$ cat src/rtl/clint_timer.sv
// clint_timer: machine-level timer/software interrupt block.
// Owns mtime, mtimecmp and msip behind a single-outstanding valid/ready
// request/response port.
//
// Ports:
//   clk, reset (async, active low)
//   tick_enable        : mtime advances only while high
//   req_valid/ready    : request handshake (req_write, req_addr, req_wdata)
//   resp_valid/ready   : response handshake (resp_rdata, resp_error)
//   timer_interrupt    : registered mtime >= mtimecmp (unsigned 64-bit)
//   software_interrupt : msip bit 0
//
// Register map (word aligned):
//   0x0000 MSIP, 0x4000/0x4004 MTIMECMP lo/hi, 0xBFF8/0xBFFC MTIME lo/hi
module clint_timer #(
  parameter int TICK_DIV = 1,
  parameter int ADDR_W   = 16
) (
  input  logic              clk,
  input  logic              reset,
  input  logic              tick_enable,
  input  logic              req_valid,
  output logic              req_ready,
  input  logic              req_write,
  input  logic [ADDR_W-1:0] req_addr,
  input  logic [31:0]       req_wdata,
  output logic              resp_valid,
  input  logic              resp_ready,
  output logic [31:0]       resp_rdata,
  output logic              resp_error,
  output logic              timer_interrupt,
  output logic              software_interrupt
);

  localparam logic [ADDR_W-1:0] A_MSIP   = ADDR_W'(16'h0000);
  localparam logic [ADDR_W-1:0] A_CMP_LO = ADDR_W'(16'h4000);
  localparam logic [ADDR_W-1:0] A_CMP_HI = ADDR_W'(16'h4004);
  localparam logic [ADDR_W-1:0] A_MT_LO  = ADDR_W'(16'hBFF8);
  localparam logic [ADDR_W-1:0] A_MT_HI  = ADDR_W'(16'hBFFC);
  localparam logic [15:0]       TERM     = 16'(TICK_DIV - 1);

  typedef struct packed {
    logic        valid;
    logic        error;
    logic [31:0] rdata;
  } resp_t;

  logic [63:0] mtime, mtimecmp;
  logic        msip;
  logic [15:0] presc;
  resp_t       resp_q;

  logic        accept, tick, hit, wr;
  logic        sel_msip, sel_cmp_lo, sel_cmp_hi, sel_mt_lo, sel_mt_hi;
  logic [31:0] rd_mux;

  assign req_ready = !resp_q.valid || resp_ready;
  assign accept    = req_valid && req_ready;
  assign tick      = tick_enable && (presc == TERM);

  // Misaligned addresses never match a register, so they fall out as errors.
  always_comb begin
    sel_msip   = (req_addr == A_MSIP);
    sel_cmp_lo = (req_addr == A_CMP_LO);
    sel_cmp_hi = (req_addr == A_CMP_HI);
    sel_mt_lo  = (req_addr == A_MT_LO);
    sel_mt_hi  = (req_addr == A_MT_HI);
    hit        = (req_addr[1:0] == 2'b00) &&
                 (sel_msip || sel_cmp_lo || sel_cmp_hi || sel_mt_lo || sel_mt_hi);
    wr         = accept && req_write && hit;
    rd_mux     = '0;
    if (sel_msip)   rd_mux = {31'b0, msip};
    if (sel_cmp_lo) rd_mux = mtimecmp[31:0];
    if (sel_cmp_hi) rd_mux = mtimecmp[63:32];
    if (sel_mt_lo)  rd_mux = mtime[31:0];
    if (sel_mt_hi)  rd_mux = mtime[63:32];
  end

  always_ff @(posedge clk or negedge reset) begin
    if (!reset) begin
      presc    <= '0;
      mtime    <= '0;
      mtimecmp <= '1;
      msip     <= 1'b0;
    end else begin
      if (tick_enable) presc <= tick ? 16'd0 : presc + 16'd1;
      // A software write to either half wins over the tick; the other half
      // holds and no carry crosses halves.
      if (wr && sel_mt_lo)      mtime[31:0]  <= req_wdata;
      else if (wr && sel_mt_hi) mtime[63:32] <= req_wdata;
      else if (tick)            mtime        <= mtime + 64'd1;
      if (wr && sel_cmp_lo) mtimecmp[31:0]  <= req_wdata;
      if (wr && sel_cmp_hi) mtimecmp[63:32] <= req_wdata;
      if (wr && sel_msip)   msip            <= req_wdata[0];
    end
  end

  // Compare uses pre-update registers, so the interrupt lags writes by a cycle.
  always_ff @(posedge clk or negedge reset) begin
    if (!reset) timer_interrupt <= 1'b0;
    else        timer_interrupt <= (mtime >= mtimecmp);
  end

  always_ff @(posedge clk or negedge reset) begin
    if (!reset) begin
      resp_q <= '0;
    end else if (accept) begin
      resp_q.valid <= 1'b1;
      resp_q.error <= !hit;
      resp_q.rdata <= (!req_write && hit) ? rd_mux : 32'd0;
    end else if (resp_ready) begin
      resp_q.valid <= 1'b0;
    end
  end

  assign resp_valid         = resp_q.valid;
  assign resp_error         = resp_q.error;
  assign resp_rdata         = resp_q.rdata;
  assign software_interrupt = msip;

endmodule

$ cat config.mk
export PLATFORM = sky130hd
export DESIGN_NAME = clint_timer
export DESIGN_NICKNAME = d
export VERILOG_FILES = /design/src/rtl/clint_timer.sv
export SDC_FILE = /design/constraint.sdc
export NUM_CORES = 1
export LEC_CHECK = 0
export ABC_AREA = 1
export CORE_MARGIN = 3
export CORE_UTILIZATION = 35
export CTS_CLUSTER_SIZE = 28
export DETAILED_ROUTE_END_ITERATION = 10
export SYNTH_ARGS = -nofsm -noshare
export SYNTH_HDL_FRONTEND = slang
export SYNTH_SLANG_ARGS = --single-unit
$ cat constraint.sdc
create_clock -name clk -period 4.38 [get_ports clk]
set_input_delay 0.438 -clock clk [delete_from_list [all_inputs] [get_ports clk]]
set_output_delay 0.438 -clock clk [all_outputs]
set_load 0.01 [all_outputs]
==> results of run 1 <==
cell usage in the layout, fill, tap and decap left out, types with 34 or more instances in the layout:
cell and instances:
dfrtp_1 116, inv_1 189, o211ai_1 34, ha_1 67
clkdlybuf4s50_1 89, o21ai_0 152, nand4_1 68, nor3_1 37
xor2_1 38, a21oi_1 37, nand3_1 47, nor2_1 142
dfstp_2 64, nand2_1 652
metrics by stage:
step | cell area, um2 | total power (uW) | std cells
3_5_place_dp | 13810 | 2044 | 2308
2_1_floorplan | 12510 | 1888 | 1805
4_1_cts | 14380 | 3619 | 2340
6_report | 14380 | 3581 | 2340
3_3_place_gp | 13810 | 2037 | 2308
5_1_grt | 14380 | 3721 | 2340
sequential cells by signal, indices dropped and copies added (netlist names):
signal	count
timer_interrupt	1
resp_rdata	32
resp_error	1
mtime	64
software_interrupt	1
presc	16
resp_valid	1
mtimecmp	64
synth_stat cells, drive strengths merged:
cell type	n
o22ai	29
buf	37
nand4	68
inv	194
nor4	6
o21a	3
o21bai	1
dfrtp	116
nor3b	2
nand2	659
dfstp	64
nor3	37
a21oi	38
ha	67
o211ai	34
o21ai	176
a211oi	1
a21o	1
nand3	51
or2	1
xnor2	5
nor2	156
clkbuf	20
xor2	38
clkinv	1
worst min-delay path by stage:
| stage | from | endpoint | slack [ns] | cells past startpoint |
|---|---|---|---|---|
| detailed placement | presc[15] | presc[15] | 0.46 | 1 |
| finish | reset | mtime[47] | 0.04 | 1 |
| CTS | reset | mtime[47] | 0.07 | 1 |
| global placement | presc[15] | presc[15] | 0.46 | 1 |
| global route | reset | mtime[47] | 0.1 | 1 |
| floorplan | reset | mtime[0] | 0.14 | 0 |
critical path, stage by stage:
cell	delay, ns
clkdlybuf4s50_1	0.51
nand4_1	0.12
nor2_2	0.23
nand3_2	0.14
clkinv_2	0.24
nand3_4	0.39
nand2_1	0.24
nand2_4	0.19
inv_4	0.48
nand2_1	0.12
o21ai_1	0.12
cells by family (layout without fill, tap and decap cells):
logic type	after synthesis	count (layout)	share of synthesized area (%)
AO/OA/AOI/OAI	283	283	12.44
AND/OR/NAND/NOR	980	980	32.90
buffers and inverters	252	332	8.302
flip-flops	180	180	36.65
XOR/XNOR	43	43	3.011
adder cells (fa/ha/maj)	67	67	6.701
where the power goes:
group	switching (uW)	leakage [uW]	internal, uW
registers	47.3	0.00214	1710
logic	165	0.00464	94.1
clock network	795	0.000276	773
total	1010	0.00706	2570
metal layers:
layer	track usage [%]	vias up	share of wire (%)
met3	3.071	52	6.0
li1	-	6025	-
met2	38.58	422	46
met4	5.704	0	1.5
met1	34.35	5944	47
met5	0	-	0
cell type report:
cell class / count / area, um2
clock buffer: 18 / 439.2
clock inverter: 14 / 133.9
fill: 3700 / 20500
inverter: 195 / 735.7
multi-input combinational: 1373 / 6887
sequential: 180 / 4584
tap: 455 / 569.3
timing repair buffer: 105 / 1030
==> metrics, run 1 <==
Warnings, synthesis=0; P&R area growth vs syn=14.94%; HPWL after DPL=approximately 34,000 um; Layout Nets=between 1.5k and 2k; CTS tree=built; Mapped Cells=1,805; initial antenna violation count=0; # Post-CTS Setup Buffers=0; first-pass GRT wire length=71,290 um; Worst-Margin Slew=0.9101 ns; Final Hold Viols=0; Clock Skew=around 0.015 ns; final worst path period need=2.871 ns; worst-path fanout max=between 40 and 50; Pwr per Cell Area=between 200 and 250 nW/um2; die area=approximately 38,000 um2; ANT nets after route=0; standard-cell rows=68; Yosys top cell by area=dfrtp_1; FF-to-FF End=mtimecmp[39]; CTS H-tree lvls=4; Worst VDD drop=slightly below 0.0003 V; setup TNS=0 ns; worst min path class=input pin to asynchronous set/reset pin; final wirelength=between 40,000 and 50,000 um; Worst Reg-to-Reg Cells=9; CTS Buffer Depth=2; GRT Overall Usage=a little under a quarter; CTS resizes=0; RSZ-0062 raised after global routing=false; Via density=approximately 5.3; CP Launch Point=req_addr[15]; worst skew pair latency=between 0.4 and 0.5 ns; diodes inserted=0; DRC Markers=0; vias in the first global route=12.00k; Initial DRC Count=between 1k and 1.5k; flops & latches, synth=180; die height=approximately 200 um; via count=approximately 12k; Max Fclk=around 0.35 GHz; Starting Density=between 30% and 40%; syn_nets=between 1.5k and 2k; hold_ws=between 0.04 and 0.05 ns; Cell Area, Synth=12,510 um2; clock-pin slew on the worst setup and hold paths=~0.08 ns; first drt pass iteration count=6; clk sinks=180; wire per inst=19.42 um; layout cells sized above 1=7.692%; Port Buffer Count=90; outcome=finished, final reports clean; Die Width=195.1 um; root buffer cell=clkbuf_16; worst slack, placed=1.048 ns; Worst Setup End Kind=flop; Relative slew margins=just under 40%; element type at the critical path start=input pin; Cell variety after synth=40; Final Max Slew Viols=0; GRT overflow=0; CTS Buf Count=17; WP data required=about 4.8 ns; syn_area_per_cell=between 6 and 7 um2; cts hold-fix bufs=0; worst r2r src=resp_valid; post-layout util=41.22%; Data arrival, critical path=~3.3 ns; flop-to-flop setup slack=between 1.5 and 2 ns; post-synthesis sequential area ratio=between 30% and 40%; CP endpoint=mtime[0]; crit share post-route=about 66%; final setup margin=around 1.5 ns; Yosys top cell area share=approximately 23%; Final setup violation count=0; largest net degree at the start of global routing=between 80 and 90; placer congestion estimate=0.9905; core area=~35,000 um2; leakage=between 0.007 and 0.008 uW; synth top area cells=dfrtp_1 23%, nand2_1 20%, dfstp_2 13%; I/O Pins=slightly above 90; Max Cap Viol=0; kind of critical path=input pin to flop
(Power assumes the default switching activity.)
==> run 2: changes to the inputs <==
==> constraint.sdc (replaced) <==
create_clock -name clk -period 2.9 [get_ports clk]
set_input_delay 0.29 -clock clk [delete_from_list [all_inputs] [get_ports clk]]
set_output_delay 0.29 -clock clk [all_outputs]
set_load 0.01 [all_outputs]
==> run 2 against run 1 <==
Effect of this change:
- core utilization up 0.59 points
- routed wire length up 1.2%
- total power up 55%
- non-clock buffer count up 13
- die area unchanged
- count of clock-buffer cells in the layout down 1
- largest power group unchanged
==> metrics, run 2 (same netlist as run 1, synthesis figures left out) <==
CTS H-tree lvls=4 (unchanged); Die Width=195.1 um (unchanged); wire per inst=19.55 um (was 19.42 um); Relative slew margins=46.43% (was 39.33%); Clock power frac=45.0% (was 43.8%); clk sinks=180 (unchanged); RSZ-0062 raised after global routing=false (unchanged); Logic pwr share=7.2% (about the same); cell family with most CP delay=simple AND/OR/NAND/NOR gates (unchanged); kind of critical path=flop to flop (was input pin to flop); FF-to-FF End=mtime[50] (was mtimecmp[39]); worst min path class=input pin to asynchronous set/reset pin (unchanged); Worst Setup End Kind=flop (unchanged); via count=12.52k (was 12.44k); vias in the first global route=12.10k (was 12.00k); worst slack, placed=0.2459 ns (was 1.048 ns); first drt pass iteration count=6 (unchanged); Final Hold Viols=0 (unchanged); leakage=0.007153 uW (was 0.007057 uW); Switching Power=1512 uW (was 1007 uW); CTS Buf Count=17 (unchanged); DRC Markers=0 (unchanged); first-pass GRT wire length=71,290 um (unchanged); Max Cap Viol=0 (unchanged); Final setup violation count=0 (unchanged); crit share post-route=83.97%; commonest non-fill, non-tap cell in the layout=nand2_1 (unchanged); Starting Density=35.86% (unchanged); final wirelength=46,000 um (was 45,450 um); initial antenna violation count=1 (was 0); sequential power share=47.8% (was 49.0%); Buf/Inv on CP=0 (was 3); worst-path fanout max=6 (was 46); diodes inserted=0 (unchanged); final worst path period need=2.435 ns; placer congestion estimate=0.9999 (was 0.9905); I/O Pins=91 (unchanged); CP dominant cell by count=nand2_1 (unchanged); CTS Buffer Depth=2 (unchanged); outcome=finished, final reports clean (unchanged); element type at the critical path start=flop (was input pin); worst skew pair latency=0.46 ns (about the same); Layout Nets=2,006 (was 1,993); crit-path cells=nand2_1, nor2_1, nand2_1, nor3_1, nand4_1, nand2_1, nand2_1, nand2_1, nand2_1, nand2_1 (was clkdlybuf4s50_1, nand4_1, nor2_2, nand3_2, clkinv_2, nand3_4, nand2_1, nand2_4, inv_4, nand2_1, o21ai_1); Port Buffer Count=90 (unchanged); clock-pin slew on the worst setup and hold paths=0.07 ns (was 0.08 ns); P&R area growth vs syn=16.58% (was 14.94%); Worst VDD drop=0.0004355 V (was 0.0002896 V); ANT nets after route=0 (unchanged); standard-cell rows=68 (unchanged); worst r2r src=mtime[14] (was resp_valid); HPWL after DPL=34,690 um (was 33,830 um); die height=195.1 um (unchanged); most frequent cells in the layout=652 x nand2_1, 189 x inv_1, 152 x o21ai_0 (unchanged); CTS tree=built (unchanged); final setup margin=0.4649 ns (was 1.509 ns); GRT overflow=0 (unchanged); Slowest cell on crit path=dfrtp_1 (was clkdlybuf4s50_1); Max stage delay on crit path=0.59 ns (was 0.51 ns); Net Sw Frac=27.22% (was 28.13%); Worst Reg-to-Reg Cells=10 (was 9); Pwr per Cell Area=380.9 nW/um2 (was 249.1 nW/um2); core area=34,880 um2 (unchanged); Pint=4043 uW (was 2574 uW); largest net degree at the start of global routing=84 (was 87); Max Fclk=between 0.4 and 0.5 GHz; # Post-CTS Setup Buffers=0 (unchanged); Final Max Slew Viols=0 (unchanged); die area=38,050 um2 (unchanged); Clock Skew=0.01002 ns (was 0.01462 ns); design area=14,580 um2 (was 14,380 um2); Via density=5.322 (was 5.318); Data arrival, critical path=2.83 ns (was 3.25 ns); post-layout util=41.81% (was 41.22%); Initial DRC Count=1,110 (was 1,231); WP data required=3.30 ns (was 4.76 ns); GRT Overall Usage=24.10% (was 23.94%); root buffer cell=clkbuf_16 (unchanged); CTS resizes=0 (unchanged); Worst-Margin Slew=0.8036 ns (was 0.9101 ns); flop-to-flop setup slack=0.46 ns (was 1.67 ns); hold_ws=0.4221 ns (was 0.04155 ns); dpl cell area=13,960 um2 (was 13,810 um2); setup TNS=0 ns (unchanged); layout cells sized above 1=8.272% (was 7.692%)
run 2: changes by cell type in the layout (fill, tap and decap cells not counted), sizes merged:
| cell | change |
|---|---|
| inv | -1 |
| bufinv | +2 |
| dlygate4sd3 | +1 |
| clkbuf | -1 |
| buf | +12 |
run 2: how the worst max path moves through the flow:
stage / startpoint / end / slack, ns / cells after the start
global placement: req_addr[10] / mtime[20] / 0.32 / 13
finish: mtime[14] / mtime[50] / 0.46 / 10
CTS: mtimecmp[62] / timer_interrupt / 0.58 / 10
floorplan: mtime[0] / mtime[32] / 1.08 / 11
detailed placement: req_addr[2] / mtime[23] / 0.25 / 13
global route: mtime[4] / mtime[61] / 0.33 / 13
run 2: what timing repair did:
action | 4_1_cts | 5_1_grt
endpoints found under the hold margin | 54 | 0
setup endpoints to repair | 0 | 0
hold buffers | 1 | 0
run 2: cell type report:
| class | instances | area, um2 |
|---|---|---|
| Multi-Input combinational cell | 1373 | 6887 |
| Clock inverter | 15 | 190.2 |
| Tap cell | 455 | 569.3 |
| Clock buffer | 17 | 425.4 |
| Inverter | 195 | 735.7 |
| Sequential cell | 180 | 4584 |
| Fill cell | 3624 | 20300 |
| Timing Repair Buffer | 118 | 1192 |
run 2: per-stage QoR:
step,instances,power (uW)
global placement,2320,3089
detailed placement,2320,3097
global route,2353,5760
CTS,2353,5613
floorplan,1805,2851
finish,2353,5555
run 2: routing by layer:
metal	share of wire (%)	global-route usage, %	wire [um]
met5	0.028	0	13
met4	2.6	7.948	1211
met3	6.8	4.313	3142
met2	44	37.27	20370
met1	46	34.23	21260
run 2: power by group through the flow:
| stage | Sequential, uW | Clock, uW | Combinational (uW) |
|---|---|---|---|
| 2_1_floorplan | 2680 | 0 | 174 |
| 3_3_place_gp | 2690 | 0 | 396 |
| 3_5_place_dp | 2690 | 0 | 404 |
| 4_1_cts | 2650 | 2560 | 406 |
| 5_1_grt | 2660 | 2650 | 451 |
| 6_report | 2650 | 2500 | 402 |
==> run 3: changes to the inputs <==
==> constraint.sdc (replaced) <==
create_clock -name clk -period 2.4 [get_ports clk]
set_input_delay 0.24 -clock clk [delete_from_list [all_inputs] [get_ports clk]]
set_output_delay 0.24 -clock clk [all_outputs]
set_load 0.01 [all_outputs]
==> run 3 against run 2 <==
Effect of this change:
- sequential power grew 21%
- global-route usage shrank 0.18 points
- largest cell class unchanged
- combinational power grew 20%
==> metrics, run 3 (same netlist as run 1, synthesis figures left out) <==
flop-to-flop setup slack=0.08 ns (was 0.46 ns); cell family with most CP delay=simple AND/OR/NAND/NOR gates (unchanged); CTS Buffer Depth=2 (unchanged); core area=34,880 um2 (unchanged); RSZ-0062 raised after global routing=false (unchanged); Buf/Inv on CP=1 (was 0); Port Buffer Count=90 (unchanged); Layout Nets=2,046 (was 2,006); CTS H-tree lvls=4 (unchanged); Worst-Margin Slew=0.5800 ns (was 0.8036 ns); final worst path period need=2.316 ns (was 2.435 ns); WP data required=2.76 ns (was 3.30 ns); Final Max Slew Viols=0 (unchanged); Clock Skew=0.01192 ns (was 0.01002 ns); clk sinks=180 (unchanged); Starting Density=35.86% (unchanged); via count=12.64k (was 12.52k); FF-to-FF End=timer_interrupt (was mtime[50]); Relative slew margins=61.04% (was 46.43%); CTS Buf Count=17 (unchanged); first drt pass iteration count=5 (was 6); Die Width=195.1 um (unchanged); standard-cell rows=68 (unchanged); element type at the critical path start=flop (unchanged); final wirelength=45,470 um (was 46,000 um); GRT overflow=0 (unchanged); worst r2r src=mtime[14] (unchanged); Worst VDD drop=0.0005283 V (was 0.0004355 V); Data arrival, critical path=2.68 ns (was 2.83 ns); leakage=0.007355 uW (was 0.007153 uW); vias in the first global route=11.99k (was 12.10k); worst slack, placed=0.05015 ns (was 0.2459 ns); die area=38,050 um2 (unchanged); I/O Pins=91 (unchanged); GRT Overall Usage=23.92% (was 24.10%); CP Launch Point=mtime[14] (unchanged); Max stage delay on crit path=0.53 ns (was 0.59 ns); filler cell count in the final layout=3,636 (was 3,624); diodes inserted=0 (unchanged); Max Cap Viol=0 (unchanged); worst-path fanout max=6 (unchanged); most frequent cells in the layout=652 x nand2_1, 189 x inv_1, 152 x o21ai_0 (unchanged); kind of critical path=flop to flop (unchanged); HPWL after DPL=35,540 um (was 34,690 um); wire per inst=19.00 um (was 19.55 um); commonest non-fill, non-tap cell in the layout=nand2_1 (unchanged); Final Hold Viols=0 (unchanged); CTS tree=built (unchanged); largest net degree at the start of global routing=61 (was 84); clock-pin slew on the worst setup and hold paths=0.07 ns (about the same); Slowest cell on crit path=dfrtp_1 (unchanged); placer congestion estimate=1.016 (was 0.9999); final setup margin=0.08355 ns (was 0.4649 ns); Final setup violation count=0 (unchanged); setup TNS=0 ns (unchanged); Max Fclk=0.4317 GHz (was 0.4107 GHz); worst skew pair latency=0.46 ns (about the same); Via density=5.284 (was 5.322); first-pass GRT wire length=71,420 um (was 71,290 um); Pwr per Cell Area=429.9 nW/um2 (was 380.9 nW/um2); layout cells sized above 1=10.17% (was 8.272%); Initial DRC Count=1,148 (was 1,110); worst min path class=input pin to asynchronous set/reset pin (unchanged); Worst Reg-to-Reg Cells=11 (was 10); hold_ws=0.3029 ns (was 0.4221 ns); crit-path cells=ha_1, nand2_1, inv_1, nand3_1, nor3_1, o21ai_0, nand2_1, nand2_1, nand2_1, nand2_1, nand3_1 (was nand2_1, nor2_1, nand2_1, nor3_1, nand4_1, nand2_1, nand2_1, nand2_1, nand2_1, nand2_1); initial antenna violation count=0 (was 1); die height=195.1 um (unchanged); Worst Setup End Kind=flop (unchanged); root buffer cell=clkbuf_16 (unchanged); crit share post-route=96.52% (was 83.97%); outcome=finished, final reports clean (unchanged); ANT nets after route=0 (unchanged); P&R area growth vs syn=19.61% (was 16.58%); CP dominant cell by count=nand2_1 (unchanged); post-layout util=42.89% (was 41.81%); DRC Markers=0 (unchanged)
run 3: cell types whose count changed in the layout (fill, tap and decap cells not counted), moves of 2 or more:
cell | before | now
buf_4 | 21 | 50
clkinv_4 | 0 | 2
inv_6 | 4 | 1
clkbuf_1 | 0 | 3
inv_8 | 5 | 0
clkinvlp_4 | 3 | 5
clkinv_2 | 1 | 4
buf_12 | 6 | 17
run 3: repair_timing:
item | CTS | global route
hold endpoints to repair | 28 | 0
setup endpoints to repair | 0 | 5
buffers inserted | 0 | 0
resized for setup | 0 | 3
hold buffers | 1 | 0
run 3: worst max-delay path by stage:
stage | depth (start not counted) | endpoint
after global placement | 14 | resp_rdata[16]
after global routing | 10 | mtime[46]
final | 11 | timer_interrupt
after floorplan | 11 | mtime[32]
after detailed placement | 14 | resp_rdata[7]
after CTS | 10 | timer_interrupt
run 3: area by class of cell:
type,count,area [um2],area share [%]
inverters,195,735.7,4.917
multi-input cells,1373,6898,46.10
repair buffers,158,1630,10.90
clock buffers,20,436.7,2.918
well taps,455,569.3,3.805
flip-flops and latches,180,4584,30.64
clock inverters,12,108.9,0.7275
run 3: through the flow:
stage	instances	cell area [um2]	total power, uW
6_report	2393	14960	6432
5_1_grt	2393	14960	6672
4_1_cts	2393	14950	6482
3_5_place_dp	2360	14400	3740
3_3_place_gp	2360	14400	3735
2_1_floorplan	1805	12510	3445
run 3: power by group:
| group | switching [uW] | internal, uW | leakage [uW] | total [uW] |
|---|---|---|---|---|
| clock | 1310 | 1430 | 0.000252 | 2740 |
| sequential | 91.1 | 3120 | 0.00214 | 3210 |
| combinational | 301 | 182 | 0.00496 | 483 |
run 3: metal layers:
metal | global-route usage, % | routed length (um)
met1 | 34.86 | 21710
met2 | 37.96 | 20520
met3 | 3.088 | 2542
met4 | 5.519 | 699
met5 | 0 | 0
